`src/rtl/shift_unit_seq_if.sv`:
```
// shift_unit_seq_if: S-bus operand/start request and result/flag return for shift_unit_seq.
interface shift_unit_seq_if #(
   parameter int DATA_W = 16,
   parameter int SH_W   = 4
);
   logic              start;
   logic [1:0]        op;
   logic [SH_W-1:0]   amount;
   logic [DATA_W-1:0] operand;
   logic              busy;
   logic              done;
   logic [DATA_W-1:0] result;
   logic              flag_s;
   logic              flag_z;
   logic              flag_c;
   logic              flag_v;
   modport master (
      output start, op, amount, operand,
      input  busy, done, result, flag_s, flag_z, flag_c, flag_v
   );
   modport slave (
      input  start, op, amount, operand,
      output busy, done, result, flag_s, flag_z, flag_c, flag_v
   );
endinterface

```
`src/rtl/shift_unit_seq.sv`:
```
// shift_unit_seq: multi-cycle S-bus shifter (SLL/SLR/SRL/SRA) with start/busy/done and S/Z/C/V flags.
// Define SHIFT_UNIT_BARREL_EN to apply the whole remaining shift in one cycle.
module shift_unit_seq #(
   parameter int DATA_W = 16,
   parameter int SH_W   = 4
) (
   input logic             clk,
   input logic             rst_n,
   shift_unit_seq_if.slave bus
);
   typedef enum logic [1:0] {IDLE, SHIFT, DONE} state_t;
   state_t            state_q, state_d;
   logic [DATA_W-1:0] work_q, work_d, res_q, res_d, step_w;
   logic [SH_W-1:0]   cnt_q, cnt_d, cnt_step;
   logic [1:0]        op_q, op_d;
   logic              carry_q, carry_d, step_c;
   logic              s_q, s_d, z_q, z_d, c_q, c_d;
   logic              accept, shifting, finish;
   assign accept   = bus.start && state_q != SHIFT;
   assign shifting = state_q == SHIFT && cnt_q != '0;
   assign finish   = state_q == SHIFT && cnt_q == '0;
   always_ff @(posedge clk or negedge rst_n)
      if (!rst_n) state_q <= IDLE;
      else        state_q <= state_d;
   always_comb
      state_d = (state_q == SHIFT) ? ((cnt_q == '0) ? DONE : SHIFT) : (bus.start ? SHIFT : IDLE);
   always_comb begin
      bus.busy   = state_q == SHIFT;
      bus.done   = state_q == DONE;
      bus.result = res_q;
      bus.flag_s = s_q;
      bus.flag_z = z_q;
      bus.flag_c = c_q;
      bus.flag_v = 1'b0;
   end
`ifdef SHIFT_UNIT_BARREL_EN
   logic [SH_W-1:0]          neg_cnt;
   logic signed [DATA_W-1:0] sra_w;
   assign neg_cnt = -cnt_q;
   assign sra_w   = $signed(work_q) >>> cnt_q;
   // Last bit out: left ops lose bit DATA_W-n, right ops lose bit n-1
   always_comb begin
      step_w   = op_q == 2'b00 ? work_q << cnt_q :
                 op_q == 2'b01 ? (work_q << cnt_q) | (work_q >> neg_cnt) :
                 op_q == 2'b10 ? work_q >> cnt_q : sra_w;
      step_c   = op_q[1] ? work_q[cnt_q - SH_W'(1)] : work_q[neg_cnt];
      cnt_step = '0;
   end
`else
   // op[0] selects the fill: 0 for logical shifts, MSB for rotate-left and arithmetic right
   always_comb begin
      step_w   = op_q[1] ? {op_q[0] & work_q[DATA_W-1], work_q[DATA_W-1:1]}
                         : {work_q[DATA_W-2:0], op_q[0] & work_q[DATA_W-1]};
      step_c   = op_q[1] ? work_q[0] : work_q[DATA_W-1];
      cnt_step = cnt_q - SH_W'(1);
   end
`endif
   always_comb begin
      work_d  = accept ? bus.operand : shifting ? step_w : work_q;
      carry_d = accept ? 1'b0 : shifting ? step_c : carry_q;
      cnt_d   = accept ? bus.amount : shifting ? cnt_step : cnt_q;
      op_d    = accept ? bus.op : op_q;
      res_d   = finish ? work_q : res_q;
      s_d     = finish ? work_q[DATA_W-1] : s_q;
      z_d     = finish ? work_q == '0 : z_q;
      c_d     = finish ? carry_q : c_q;
   end
   always_ff @(posedge clk or negedge rst_n)
      if (!rst_n) begin
         work_q  <= '0;
         carry_q <= 1'b0;
         cnt_q   <= '0;
         op_q    <= '0;
         res_q   <= '0;
         s_q     <= 1'b0;
         z_q     <= 1'b0;
         c_q     <= 1'b0;
      end else begin
         work_q  <= work_d;
         carry_q <= carry_d;
         cnt_q   <= cnt_d;
         op_q    <= op_d;
         res_q   <= res_d;
         s_q     <= s_d;
         z_q     <= z_d;
         c_q     <= c_d;
      end
endmodule

```
`src/flat_wrapper.sv`:
```
// flat-port wrapper written by rule: the top's interface ports become plain ports
module shift_unit_seq_flat 
#(
   parameter int DATA_W = 16,
   parameter int SH_W   = 4
)
  (clk, rst_n, bus_start, bus_op, bus_amount, bus_operand, bus_busy, bus_done, bus_result, bus_flag_s, bus_flag_z, bus_flag_c, bus_flag_v);
  shift_unit_seq_if #(.DATA_W(DATA_W), .SH_W(SH_W)) bus_i ();
  input logic clk;
  input logic rst_n;
  input wire logic [$bits(bus_i.start)-1:0] bus_start;
  input wire logic [$bits(bus_i.op)-1:0] bus_op;
  input wire logic [$bits(bus_i.amount)-1:0] bus_amount;
  input wire logic [$bits(bus_i.operand)-1:0] bus_operand;
  output wire logic [$bits(bus_i.busy)-1:0] bus_busy;
  output wire logic [$bits(bus_i.done)-1:0] bus_done;
  output wire logic [$bits(bus_i.result)-1:0] bus_result;
  output wire logic [$bits(bus_i.flag_s)-1:0] bus_flag_s;
  output wire logic [$bits(bus_i.flag_z)-1:0] bus_flag_z;
  output wire logic [$bits(bus_i.flag_c)-1:0] bus_flag_c;
  output wire logic [$bits(bus_i.flag_v)-1:0] bus_flag_v;
  assign bus_i.start = bus_start;
  assign bus_i.op = bus_op;
  assign bus_i.amount = bus_amount;
  assign bus_i.operand = bus_operand;
  assign bus_busy = bus_i.busy;
  assign bus_done = bus_i.done;
  assign bus_result = bus_i.result;
  assign bus_flag_s = bus_i.flag_s;
  assign bus_flag_z = bus_i.flag_z;
  assign bus_flag_c = bus_i.flag_c;
  assign bus_flag_v = bus_i.flag_v;
  shift_unit_seq #(.DATA_W(DATA_W), .SH_W(SH_W)) u_core (.clk(clk), .rst_n(rst_n), .bus(bus_i));
endmodule
```
`config.mk`:
```
export PLATFORM = sky130hd
export DESIGN_NAME = shift_unit_seq_flat
export DESIGN_NICKNAME = d
export VERILOG_FILES = /design/src/rtl/shift_unit_seq_if.sv /design/src/rtl/shift_unit_seq.sv /design/src/flat_wrapper.sv
export SDC_FILE = /design/constraint.sdc
export NUM_CORES = 1
export LEC_CHECK = 0
export ABC_AREA = 1
export BUFFER_PORTS_ARGS = -buffer_cell sky130_fd_sc_hd__clkbuf_2
export CAP_MARGIN = 20
export CORE_UTILIZATION = 43
export DETAILED_ROUTE_END_ITERATION = 7
export PLACE_DENSITY_LB_ADDON = 0.25
export SLEW_MARGIN = 30
export SYNTH_ARGS = -nofsm -noshare
export SYNTH_HDL_FRONTEND = slang
export SYNTH_SLANG_ARGS = --single-unit
```
`constraint.sdc`:
```
create_clock -name clk -period 1.55 [get_ports clk]
set_clock_uncertainty 0.2 [all_clocks]
set_input_delay 0.2325 -clock clk [delete_from_list [all_inputs] [get_ports clk]]
set_output_delay 0.2325 -clock clk [all_outputs]
set_load 0.005 [all_outputs]
```
* After elaboration in Yosys (flattened, before gate mapping)
Cells that the tools add are included.
** Storage, ports and cells
- Bits in registers :: 44
- Word-level logic and storage cells :: 32
** Cells by class
- Add/sub/neg operators :: 1
- Eq/ne operators :: 3
- Muxes and demuxes :: 11
- Bitwise operators :: 1
- Reductions and logical operators :: 7
** Operator list (number)
- 2-to-1 mux 16 bit :: 3
- zero test 16 bit :: 1
- 2-to-1 mux 4 bit :: 2
- zero test 4 bit :: 1
- 2-to-1 mux 1 bit :: 4
- 2-to-1 mux 2 bit :: 2
- nonzero test 4 bit :: 1
- subtractor 4 x 1 -> 4 bit (second input constant) :: 1
- logical AND 1 bit :: 3
- equality test 2 x 1 -> 1 bit (second input constant) :: 1
- equality test 2 bit (second input constant) :: 1
- != test 2 x 1 -> 1 bit (second input constant) :: 1
- nonzero test 2 bit :: 1
- AND 1 bit :: 1

* Longest topological paths before layout
- Word-level depth :: 4
- Mapped depth :: 9

* Worst setup path after synthesis
Ideal clock, no wire load.
- Path type :: register to register
- Start :: register u_core.cnt_q[0]
- End :: register u_core.cnt_q[3]
- Library setup time :: 117 ps
- Arrival time :: 1199 ps
- Required time :: 1233 ps
- Path slack :: 34 ps
- Cell stages (with the launch flop) :: 10
- Path buffers :: 2
- Period minus slack after synthesis :: 1516 ps
- Cell sequence :: dfrtp_1 -> inv_1 -> ha_1 -> nand2_1 -> nand2_1 -> nand2_2 -> buf_6 -> buf_6 -> nand3_1 -> nand2_1
** Between the ends
- Word-level cells in the longest chain between the ends :: 3
** RTL lines
- start: declaration :: RTL line shift_unit_seq.sv:14 : logic [SH_W-1:0] cnt_q, cnt_d, cnt_step;
- start signal: assignment :: RTL line shift_unit_seq.sv:81 : cnt_q <= cnt_d;
- subtractor 4 x 1 -> 4 bit or nonzero test 4 bit (tied branches) :: RTL line shift_unit_seq.sv:55, shift_unit_seq.sv:20
- 2-to-1 mux 4 bit or logical AND 1 bit (tied branches) :: RTL line shift_unit_seq.sv:61, shift_unit_seq.sv:20
- 2-to-1 mux 4 bit or nonzero test 2 bit (tied branches)
Several ways; a longest one is shown, not always the timed one. The select of a mux whose other input is x is not followed.
A chain may end at the register's enable or synchronous reset.

* Worst setup path in the final report
- Start :: register u_core.cnt_q[1]
- End :: register u_core.cnt_q[1]
Same word-level chain as after synthesis.

==> flow_summary.json <==
{
  "status": "complete, no violations",
  "combPwrFrac": 0.512,
  "hpwl_mm": 3.332,
  "drt_iter0_drc": 187,
  "critPathTopFamily": "flip-flops",
  "grt_pass1_vias": 1698,
  "cts_tree": "yes",
  "grt_max_degree": 44,
  "startpoint_type": "flop",
  "synth_top_area_share": 0.4948,
  "vias_per_cell": 4.764,
  "synth_area_leaders": "dfrtp_1 49%, nand2_1 23%, o21ai_0 9.7%",
  "multi_input_area_um2": 917.1,
  "crit_chain": "inv_2 -> ha_4 -> nand2_1 -> nand2_1 -> nand2_2 -> buf_4 -> nand3_1 -> o21ai_0",
  "syn-cell-area_mm2": 0.002175,
  "cp_common_cell": "nand2_1",
  "io_buffers": 45,
  "cts_root_buf": "clkbuf_8",
  "die_x_um": 73.12,
  "wl_per_cell_um": 11.59,
  "crit_path_max_incr_delay_ns": 0.40,
  "ff_latch_area_mm2": 0.001076,
  "nNetsFinal": 374,
  "critical_path_arrival_ns": 1.49,
  "fp.coreArea_mm2": 0.004786,
  "setup-tns-final_ns": 0,
  "die_h_um": 73.12,
  "syn_area_per_cell_um2": 7.322,
  "netlist_instances": 297,
  "clock_latency_ns": 0.29,
  "firstDrtPassIters": 5,
  "period_needed_ns": 1.533,
  "syn-num-nets": 323,
  "dieArea_mm2": 0.005346,
  "pwr-share-clk": 0.129,
  "cp-end-kind": "flop",
  "swShare": 0.4318,
  "cts_buffers": 5,
  "ir_drop_v": 0.001304,
  "ios": 47,
  "cp_data_required_time_ns": 1.51,
  "initial_core_util": 0.4544,
  "grt_antenna_before_repair": 0,
  "pwr-share-seq": 0.359,
  "nFillCells": 498,
  "pre_cts_slack_ns": 0.02354,
  "cp_max_fo": 7,
  "synth_top_cell_by_area": "dfrtp_1",
  "grt_first_pass_wirelength_mm": 7.955,
  "fp-row-count": 25,
  "internal-power_w": 0.003015,
  "num_vias": 1982,
  "finalSetupViolCount": 0,
  "ys_warn_count": 0,
  "drc": 0,
  "place.gp.congestion": 0.8182,
  "areaGrowthSynthToFinish_pct": 21.63,
  "htree_levels": 2,
  "num_antenna_cells": 0,
  "synth_seq_cells": 43,
  "setup_ws_ns": 0.01723,
  "leakage_nw": 1.422,
  "drive_above_1_share": 0.2149,
  "clkTransAtPathRegs_ns": 0.08,
  "cts_sinks": 43,
  "power_density_mw_per_mm2": 2006,
  "drt.antenna.violating_nets": 0,
  "slew_violations": 0,
  "cts.path.max_buffers": 2,
  "min-delay-path-class": "input pin to flop",
  "grt_util_all_layers": 0.1954,
  "critPathSlowestCell": "dfrtp_1",
  "p_sw_w": 0.002291,
  "synth-seq-area-share": 0.4948,
  "hold_viol": 0,
  "holdWs_ns": 0.02788,
  "critPathKind": "flop to flop",
  "cp_num_buf_inv": 2,
  "fin_crit_sh": 0.9889,
  "grt_remaining_overflow": 0,
  "synthDistinctLibCells": 22,
  "max_cap_viol_count": 0,
  "max_freq_mhz": 652.4,
  "wirelength_mm": 4.821
}
[per-stage QoR]
stage,util,area [µm²],std cells,total power (W)
after floorplan,-,2175,297,0.003734
after global placement,0.5229,2502,404,0.004431
after detailed placement,0.5229,2502,404,0.004524
after CTS,0.5461,2614,415,0.005226
after global routing,0.5527,2645,416,0.005840
final,0.5527,2645,416,0.005306
[cells by family (layout without fill, tap and decap cells)]
family                     after synthesis  in the layout  synth area share
other                                    1              1          0.001724
DFF                                     43             43            0.4948
adders and majority gates                1              1          0.005753
and+or+nand+nor                        160            160            0.2946
buffers and inverters                   43             95           0.08918
AOI/OAI and AO/OA                       49             49            0.1139
[cells in the final DEF, fill, tap and decap left out, types with 3 or more instances in the layout]
cell             n
dlygate4sd3_1    3
inv_2            3
buf_6            3
buf_4            8
nand3_1          9
inv_1           23
nand2_1        131
dfrtp_1         43
nor2_1          12
o21ai_0         41
o21ai_1          6
clkbuf_8         5
clkbuf_2        45
[path summary, 6_finish.rpt]
path,from,endpoint,slack [ns],cells after the start
worst max-delay path,u_core.cnt_q[1],u_core.cnt_q[1],0.02,8
min in group asynchronous,rst_n,u_core.bus.result[12],0.26,3
max in group asynchronous,rst_n,u_core.bus.result[1],0.68,3
worst min-delay path,bus_amount[2],u_core.cnt_q[2],0.03,5
worst min register to register,u_core.bus.result[0],u_core.bus.result[0],0.28,2
worst max register to register,u_core.cnt_q[1],u_core.cnt_q[1],0.02,8
[cell type report]
type / count / share of cell area
Inverter: 26 / 0.03690
Clock buffer: 7 / 0.02886
Sequential cell: 43 / 0.4068
Clock inverter: 1 / 0.001892
Tap cell: 67 / 0.03169
Timing Repair Buffer: 61 / 0.1471
Multi-Input combinational cell: 211 / 0.3467
[synth_stat cells, drive strengths merged]
library cell / number
a21oi: 1
clkbuf: 5
or2: 2
conb: 1
nand2: 133
o21ai: 47
inv: 26
nor2: 14
nand3: 10
nand4: 1
ha: 1
o211ai: 1
buf: 12
dfrtp: 43
[worst register-to-register path, delay by kind of cell (launching register included)]
| family | cells | cell delay [ns] |
|---|---|---|
| flops | 1 | 0.40 |
| simple gates | 4 | 0.30 |
| buf+inv | 2 | 0.26 |
| fa+ha+maj | 1 | 0.15 |
| compound gates | 1 | 0.10 |
[metal layers]
layer,GRT usage,routed length [µm],vias up,part of all wire
met5,0,0,-,0
met4,0.05229,17,0,0.0035
met3,0.03315,255,2,0.053
met2,0.3117,2323,60,0.48
met1,0.2746,2224,899,0.46
li1,-,-,1021,-
[registers in the layout (all words and copies together), names as in the netlist]
name,cells
u_core.carry_q,1
u_core.state_q,2
u_core.bus.flag_s,1
u_core.work_q,16
u_core.bus.result,15
u_core.bus.flag_z,1
u_core.cnt_q,4
u_core.bus.flag_c,1
u_core.op_q,2
[power groups by stage]
stage,Sequential (W),Clock (W),Combinational [W]
floorplan,0.00188,0,0.00185
finish,0.00191,0.000686,0.00272
detailed placement,0.00193,0,0.00260
global route,0.00197,0.000740,0.00313
CTS,0.00190,0.000703,0.00262
global placement,0.00191,0,0.00252
[repair_timing]
action / CTS / global route
endpoints found under the hold margin: 45 / 0
endpoints found under the setup margin: 0 / 33
buffers inserted: 0 / 1
gates resized for setup: 0 / 8
hold buffers: 3 / 0
(Power assumes the default switching activity.)
